File: config.mk
export PLATFORM = sky130hd
export DESIGN_NAME = weight_bram_port_ctrl
export DESIGN_NICKNAME = d
export VERILOG_FILES = /design/src/rtl/ann_weight_pkg.sv /design/src/rtl/weight_bram_port_ctrl.sv
export SDC_FILE = /design/constraint.sdc
export NUM_CORES = 1
export LEC_CHECK = 0
export CORE_MARGIN = 2
export CORE_UTILIZATION = 37
export CTS_CLUSTER_SIZE = 24
export DETAILED_ROUTE_END_ITERATION = 12
export PLACE_DENSITY = 0.82
export SYNTH_ARGS = -nofsm -noshare
export SYNTH_HDL_FRONTEND = slang
export SYNTH_SLANG_ARGS = --single-unit
File: constraint.sdc
create_clock -name clk -period 2.4 [get_ports clk]
set_input_delay 0.6 -clock clk [delete_from_list [all_inputs] [get_ports clk]]
set_output_delay 0.6 -clock clk [all_outputs]
set_load 0.05 [all_outputs]
File: src/rtl/ann_weight_pkg.sv
// Shared constants and state encoding for the ANN weight BRAM bank controllers.
// One bank holds WEIGHT_DEPTH words of WEIGHT_DW bits, addressed with WEIGHT_AW bits.
package ann_weight_pkg;

    localparam int WEIGHT_DW    = 16;
    localparam int WEIGHT_AW    = 5;
    localparam int WEIGHT_DEPTH = 28;

    typedef enum logic [1:0] {
        ST_IDLE = 2'd0,
        ST_READ = 2'd1,
        ST_LAST = 2'd2
    } state_t;

endpackage

File: src/rtl/weight_bram_port_ctrl.sv
// Single-port owner of one weight BRAM bank: loader writes in IDLE, full-bank read
// bursts streamed to the MAC engine in address order, reads taking priority over writes.
module weight_bram_port_ctrl
    import ann_weight_pkg::*;
#(
    parameter int DEPTH = WEIGHT_DEPTH,
    parameter int AW    = WEIGHT_AW,
    parameter int DW    = WEIGHT_DW
) (
    input  logic          clk,
    input  logic          rst_n,
    input  logic          ld_valid,
    input  logic [AW-1:0] ld_addr,
    input  logic [DW-1:0] ld_data,
    output logic          ld_ready,
    output logic          ld_err,
    input  logic          rd_start,
    output logic          rd_busy,
    output logic          w_valid,
    output logic [DW-1:0] w_data,
    output logic [AW-1:0] w_index,
    output logic          rd_done,
    output logic          bram_en,
    output logic          bram_we,
    output logic [AW-1:0] bram_addr,
    output logic [DW-1:0] bram_di,
    input  logic [DW-1:0] bram_do
);

    // One extra bit so the range check stays correct even when DEPTH == 2**AW.
    localparam logic [AW:0]   DEPTH_EXT = (AW+1)'(DEPTH);
    localparam logic [AW-1:0] LAST_ADDR = AW'(DEPTH - 1);

    state_t state;
    logic   wr_in_range;

    assign ld_ready    = (state == ST_IDLE) && !rd_start;
    assign wr_in_range = ({1'b0, ld_addr} < DEPTH_EXT);

    // bram_addr doubles as the burst address counter; it always names the op in flight.
    always_ff @(posedge clk or negedge rst_n) begin
        if (!rst_n) begin
            state     <= ST_IDLE;
            ld_err    <= 1'b0;
            rd_busy   <= 1'b0;
            w_valid   <= 1'b0;
            w_data    <= '0;
            w_index   <= '0;
            rd_done   <= 1'b0;
            bram_en   <= 1'b0;
            bram_we   <= 1'b0;
            bram_addr <= '0;
            bram_di   <= '0;
        end else begin
            // NOTE: non-blocking assignments throughout, so every branch reads the
            // pre-edge value of bram_addr/state regardless of statement order.
            case (state)
                ST_IDLE: begin
                    w_valid <= 1'b0;
                    rd_done <= 1'b0;
                    if (rd_start) begin
                        state     <= ST_READ;
                        rd_busy   <= 1'b1;
                        bram_en   <= 1'b1;
                        bram_we   <= 1'b0;
                        bram_addr <= '0;
                    end else if (ld_valid) begin
                        // Out-of-range writes are accepted but never reach the BRAM.
                        bram_en <= wr_in_range;
                        bram_we <= wr_in_range;
                        if (wr_in_range) begin
                            bram_addr <= ld_addr;
                            bram_di   <= ld_data;
                        end else begin
                            ld_err <= 1'b1;
                        end
                    end else begin
                        bram_en <= 1'b0;
                        bram_we <= 1'b0;
                    end
                end

                ST_READ: begin
                    w_valid <= 1'b1;
                    w_data  <= bram_do;
                    w_index <= bram_addr;
                    bram_we <= 1'b0;
                    if (bram_addr == LAST_ADDR) begin
                        state   <= ST_LAST;
                        bram_en <= 1'b0;
                        rd_done <= 1'b1;
                    end else begin
                        bram_addr <= bram_addr + AW'(1);
                    end
                end

                ST_LAST: begin
                    state     <= ST_IDLE;
                    rd_busy   <= 1'b0;
                    w_valid   <= 1'b0;
                    rd_done   <= 1'b0;
                    w_index   <= '0;
                    bram_addr <= '0;
                end

                default: begin
                    state   <= ST_IDLE;
                    rd_busy <= 1'b0;
                    bram_en <= 1'b0;
                    bram_we <= 1'b0;
                end
            endcase
        end
    end

endmodule
==> run summary, run 1 <==
Final nets: 300
Sequential Power Share: 28.5%
Max_slew headroom: 62.1%
Final Cell Area: 3280 sq um
Area contributors post-synth: dfrtp_1 (57%), mux2_2 (12%), mux2_4 (6.2%), ha_1 (3.4%), o21ai_0 (2.5%)
Clock share of power: 11.3%
Sw power: 0.00244 W
CP Data Required Time: 1.80 ns
Seq/Total Area, Yosys: 57.1%
Mapped Area: 2190 sq um
Worst path arrival time: 1.62 ns
Max IR drop VDD: 0.792 mV
DRC: 0
Adder-Cell Fraction of Synth Area: 3.43%
Post-cts sizing count: 0
Final Setup Violations: 0
Main synth FF type: dfrtp_1
Post-CTS Setup Bufs: 0
PD cells: 1570 nW/um^2
Slew Viols, Final: 0
Syn-to-layout area delta: 49.7%
Max-Cap Viols: 0
Crit. End Element: output port
Syn Area/Cell: 13.7 sq um
H-tree Lvls: 2
Max Freq: 0.450 GHz
CTS sink cnt: 50
Diode count: 0
Cts bufs inserted: 5
Area leader, netlist: dfrtp_1
DRT Pass-1 Iters: 4
Buffers and inverters on the worst path: 1
Flops & latches, synth: 50
CP Max Fanout: 7
Port-buffer cells: 89
Avg WL per Cell: 14.5 um
Setup Crit Path Kind: reg -> out
Total grt overflow: 0
Routed Antenna Nets: 0
Initial antenna violation count: 0
GRT Overall Usage: 14.9%
CP max stage cell: clkdlybuf4s50_1
Detailed Route WL: 4780 um
DPL Wire Length: 3680 um
# hold bufs at CTS: 0
# IOs: 90
CTS tree: yes
Run status: finished, final reports clean
Comb power frac: 60.2%
First-pass GRT wire length: 7500 um
Hold/Removal Path Class: in -> async
Setup Skew: 0.00664 ns
Clock Tree Root: clkbuf_8
CP top delay family: buffers and inverters
Mapped Cells: 160
Int Pwr: 0.00271 W
RePlAce Congestion: 0.767
Hold_ws: 0.289 ns
Placed cell area: 3160 sq um
Synth cell types: 36
Worst reg2reg endpoint: bram_di[6]
Post-synth EDFFs: 0
Simple-Gate Fraction of Synth Area: 6.86%
Vias in the first global route: 1615
Synth Area in Compound Gates: 8.23%
Final period util: 92.7%
Final hold vios: 0
Height of the die: 80.9 um
RSZ-0062 raised after global routing: false
Worst path max stage delay: 0.85 ns
Synth warn: 0
Final min period: 2.22 ns
Multiplexer area fraction after synthesis: 20.1%
Initial core utilization: 37.7%
Share of cells above drive strength 1: 20.9%
Worst-path clk slew: 0.09 ns
# rows: 28
Static leakage: 1.37 nW
Clock Path Buffers: 2
Vias: 1571
Via density: 4.78
Initial DRC count: 38
Width of the die: 80.9 um
Final Util: 56.3%
DIE AREA: 6550 sq um
Setup crit start kind: flip-flop
Setup TNS Final: 0 ns
CORE AREA: 5820 sq um
Worst skew pair latency: 0.30 ns
Post-Synth XOR/XNOR Area: 0.400%
Worst R2R Path Depth: 6
FFs w/ async S/R, synth: 100%
RR Startpoint: state[0]
R2R setup slack: 0.45 ns
Area share of the largest cell type after synthesis: 57.1%
Syn nets: 207
Largest family of logic cells by synthesized area: multiplexers
Actual slew at the worst max-slew pin: 0.568 ns
Pin count of the biggest net entering global routing: 28
Sw Share: 47.3%
CP Cell Sequence: clkdlybuf4s50_1
cell usage in the layout (no fill, tap or decap), types with 4 or more instances in the layout:
master and count:
clkbuf_8 5, nand3b_1 5, dfrtp_1 50, clkdlybuf4s50_1 87, mux2_2 24, nand2_1 5, inv_1 7, o21ai_0 11
nand3_1 4, mux2_4 9, ha_1 6, nor2_1 4
per-stage QoR:
step	setup WS [ns]	total power, W	instances
5_1_grt	0.133	0.00538	329
3_3_place_gp	0.217	0.00454	321
3_5_place_dp	0.148	0.00461	321
4_1_cts	0.173	0.00520	329
2_1_floorplan	0.445	0.00354	160
6_report	0.176	0.00515	329
per-layer routing:
metal	track usage (%)	vias up	wire length [um]
met4	3.56	0	15
met3	3.89	2	311
met5	0	-	0
li1	-	754	-
met2	25.2	56	2400
met1	19.0	759	2050
power by group through the flow:
stage / registers, W / logic, W / clock network [W]
final: 0.00147 / 0.00310 / 0.000582
after CTS: 0.00147 / 0.00312 / 0.000605
after detailed placement: 0.00149 / 0.00312 / 0
after floorplan: 0.00280 / 0.000745 / 0
after global routing: 0.00152 / 0.00323 / 0.000641
after global placement: 0.00147 / 0.00307 / 0
state kept, by name (all words and copies together), names as in the netlist:
signal     cells
bram_addr      5
bram_di       16
bram_en        1
bram_we        1
ld_err         1
rd_busy        1
rd_done        1
state          2
w_data        16
w_index        5
w_valid        1
how the worst max path moves through the flow:
| stage | depth (start not counted) | from | slack [ns] | endpoint |
|---|---|---|---|---|
| 2_1_floorplan | 8 | state[0] | 0.44 | bram_di[10] |
| 3_3_place_gp | 6 | rd_start | 0.22 | bram_di[4] |
| 3_5_place_dp | 6 | rd_start | 0.15 | bram_di[1] |
| 4_1_cts | 1 | bram_addr[2] | 0.17 | bram_addr[2] |
| 5_1_grt | 1 | bram_addr[2] | 0.13 | bram_addr[2] |
| 6_report | 1 | bram_addr[2] | 0.18 | bram_addr[2] |
cells by family (layout without fill, tap and decap cells):
group	count (synthesis)	count (layout)
multiplexers	36	36
AND/OR/NAND/NOR	25	25
adder cells (fa/ha/maj)	6	6
XOR/XNOR	1	1
buffers and inverters	15	109
flip-flops	50	50
AO/OA/AOI/OAI	27	27
final cells by class:
| type | count | area (sq um) |
|---|---|---|
| Fill cell | 508 | 2540 |
| Multi-Input combinational cell | 95 | 853 |
| Timing Repair Buffer | 92 | 931 |
| Clock inverter | 3 | 45.0 |
| Tap cell | 75 | 93.8 |
| Sequential cell | 50 | 1250 |
| Inverter | 9 | 33.8 |
| Clock buffer | 5 | 68.8 |
Yosys cell counts, types with 2 or more instances:
cell type,count
a21oi_1,3
clkbuf_1,3
dfrtp_1,50
ha_1,6
inv_1,7
inv_2,2
mux2_1,3
mux2_2,24
mux2_4,9
nand2_1,5
nand3_1,4
nand3b_1,5
nor2_1,4
o21ai_0,11
o2bb2ai_1,2
o31ai_1,2
No activity file was read; power rests on OpenSTA's default activity.
==> inputs of run 2 (changes only) <==
==> constraint.sdc (replaced) <==
create_clock -name clk -period 2.24 [get_ports clk]
set_input_delay 0.56 -clock clk [delete_from_list [all_inputs] [get_ports clk]]
set_output_delay 0.56 -clock clk [all_outputs]
set_load 0.05 [all_outputs]
==> run 2 against run 1 <==
Against the previous run:
- final cell count up 0.30%
- sequential share of layout area unchanged
- total power up 7.0%
- die area unchanged
- critical endpoint is now bram_addr[3]
- highest routed layer unchanged
==> run summary, run 2 (same netlist as run 1, synthesis figures left out) <==
Setup WS pre-CTS: 0.0347 ns
Static leakage: 1.38 nW
Post-cts sizing count: 0
Setup crit start kind: flip-flop
Max_slew headroom: 62.5%
Met1 Track Usage GR: 19.4%
DRC: 0
Worst skew pair latency: 0.29 ns
Diode count: 0
DRT Pass-1 Iters: 4
Fillers: 516
Share of cells above drive strength 1: 20.4%
Slew Viols, Final: 0
Port-buffer cells: 89
Hold/Removal Path Class: in -> async
Max Freq: 0.470 GHz
Initial antenna violation count: 0
Final nets: 301
CP Max Fanout: 6
Final Setup Violations: 0
Vias: 1585
Seq. cell area: 1250 sq um
Detailed Route WL: 4750 um
Routed Antenna Nets: 0
H-tree Lvls: 2
Run status: finished, final reports clean
Placed instance count: 322
Height of the die: 80.9 um
Largest registers: bram_di: 16 flops, w_data: 16 flops
Met2 Resource Use GR: 24.5%
Cell Count, Final, Fillers Out: 330
Avg WL per Cell: 14.4 um
Final period util: 95.0%
PD cells: 1680 nW/um^2
R2R setup slack: 0.26 ns
Post-CTS Setup Bufs: 0
Area occupied by multi-input gates: 853 sq um
Final min period: 2.13 ns
# rows: 28
Pin count of the biggest net entering global routing: 28
Worst path arrival time: 1.57 ns
Max IR drop VDD: 1.03 mV
Worst-path clk slew: 0.08 ns
Cts bufs inserted: 5
CP Cell Sequence: clkdlybuf4s50_1
Commonest cells after routing, fill and taps aside: clkdlybuf4s50_1 (87), dfrtp_1 (50), mux2_2 (24)
Commonest non-fill, non-tap cell in the layout: clkdlybuf4s50_1
CP top delay family: buffers and inverters
Syn-to-layout area delta: 49.7%
Setup ws final: 0.113 ns
RSZ-0062 raised after global routing: false
Final hold vios: 0
Max-Cap Viols: 0
Via density: 4.80
Initial core utilization: 37.7%
Worst reg2reg endpoint: bram_di[4]
Gr busiest metal: met2
Initial DRC count: 61
RR Startpoint: state[0]
Clock Tree Root: clkbuf_8
CP max stage cell: clkdlybuf4s50_1
Total grt overflow: 0
Setup TNS Final: 0 ns
Clock Path Buffers: 2
Worst path max stage delay: 0.84 ns
DIE AREA: 6550 sq um
Vias in the first global route: 1557
Worst R2R Path Depth: 6
First-pass GRT wire length: 7460 um
Actual slew at the worst max-slew pin: 0.562 ns
Setup Skew: 0.00873 ns
RePlAce Congestion: 0.797
CTS sink cnt: 50
GRT Overall Usage: 14.8%
# hold bufs at CTS: 0
Width of the die: 80.9 um
Buffers and inverters on the worst path: 1
Setup Crit Path Kind: reg -> out
CORE AREA: 5820 sq um
Crit. End Element: output port
# IOs: 90
GR Layer Usage met3: 4.11%
CP Data Required Time: 1.68 ns
CTS tree: yes
DPL Wire Length: 3660 um
-- run 2: changes by cell type in the layout (fill, tap and decap cells not counted) --
| cell | before | now |
|---|---|---|
| clkbuf_1 | 0 | 2 |
| clkinvlp_4 | 2 | 0 |
| buf_4 | 2 | 3 |
-- run 2: how the worst max path moves through the flow --
| stage | from | end | slack [ns] | depth (start not counted) |
|---|---|---|---|---|
| global route | state[0] | ld_ready | 0.04 | 5 |
| detailed placement | rd_start | bram_di[2] | 0.03 | 6 |
| finish | bram_addr[3] | bram_addr[3] | 0.11 | 1 |
| global placement | rd_start | bram_di[4] | 0.1 | 6 |
| floorplan | state[0] | bram_di[10] | 0.28 | 8 |
| CTS | bram_addr[4] | bram_addr[4] | 0.10 | 1 |
-- run 2: per-stage QoR --
stage / hold slack (ns) / total power [W] / utilization [%] / area, sq um
6_report: 0.249 / 0.00551 / 56.3 / 3280
5_1_grt: 0.273 / 0.00579 / 56.3 / 3280
4_1_cts: 0.262 / 0.00557 / 56.3 / 3280
3_5_place_dp: 0.472 / 0.00495 / 54.5 / 3170
3_3_place_gp: 0.470 / 0.00488 / 54.5 / 3170
2_1_floorplan: 0.264 / 0.00380 / - / 2190
-- run 2: layout make-up --
type | count | area share, %
Clock buffer | 7 | 2.33
Clock inverter | 1 | 0.916
Inverter | 9 | 1.03
Multi-Input combinational cell | 95 | 26.0
Sequential cell | 50 | 38.2
Tap cell | 75 | 2.86
Timing Repair Buffer | 93 | 28.6
-- run 2: routing by layer --
| metal | wire (um) | part of all wire, % | vias to the layer above |
|---|---|---|---|
| met2 | 2320 | 49 | 54 |
| met5 | 0 | 0 | - |
| met4 | 16 | 0.34 | 0 |
| li1 | - | - | 753 |
| met1 | 2100 | 44 | 776 |
| met3 | 317 | 6.7 | 2 |
-- run 2: power breakdown --
part           leakage [nW]  internal (W)  total [W]  switching (W)
Clock                0.0524      0.000334   0.000608       0.000274
Sequential            0.607       0.00132    0.00157       0.000248
Combinational         0.716       0.00126    0.00333        0.00207
Total                  1.38       0.00292    0.00551        0.00259
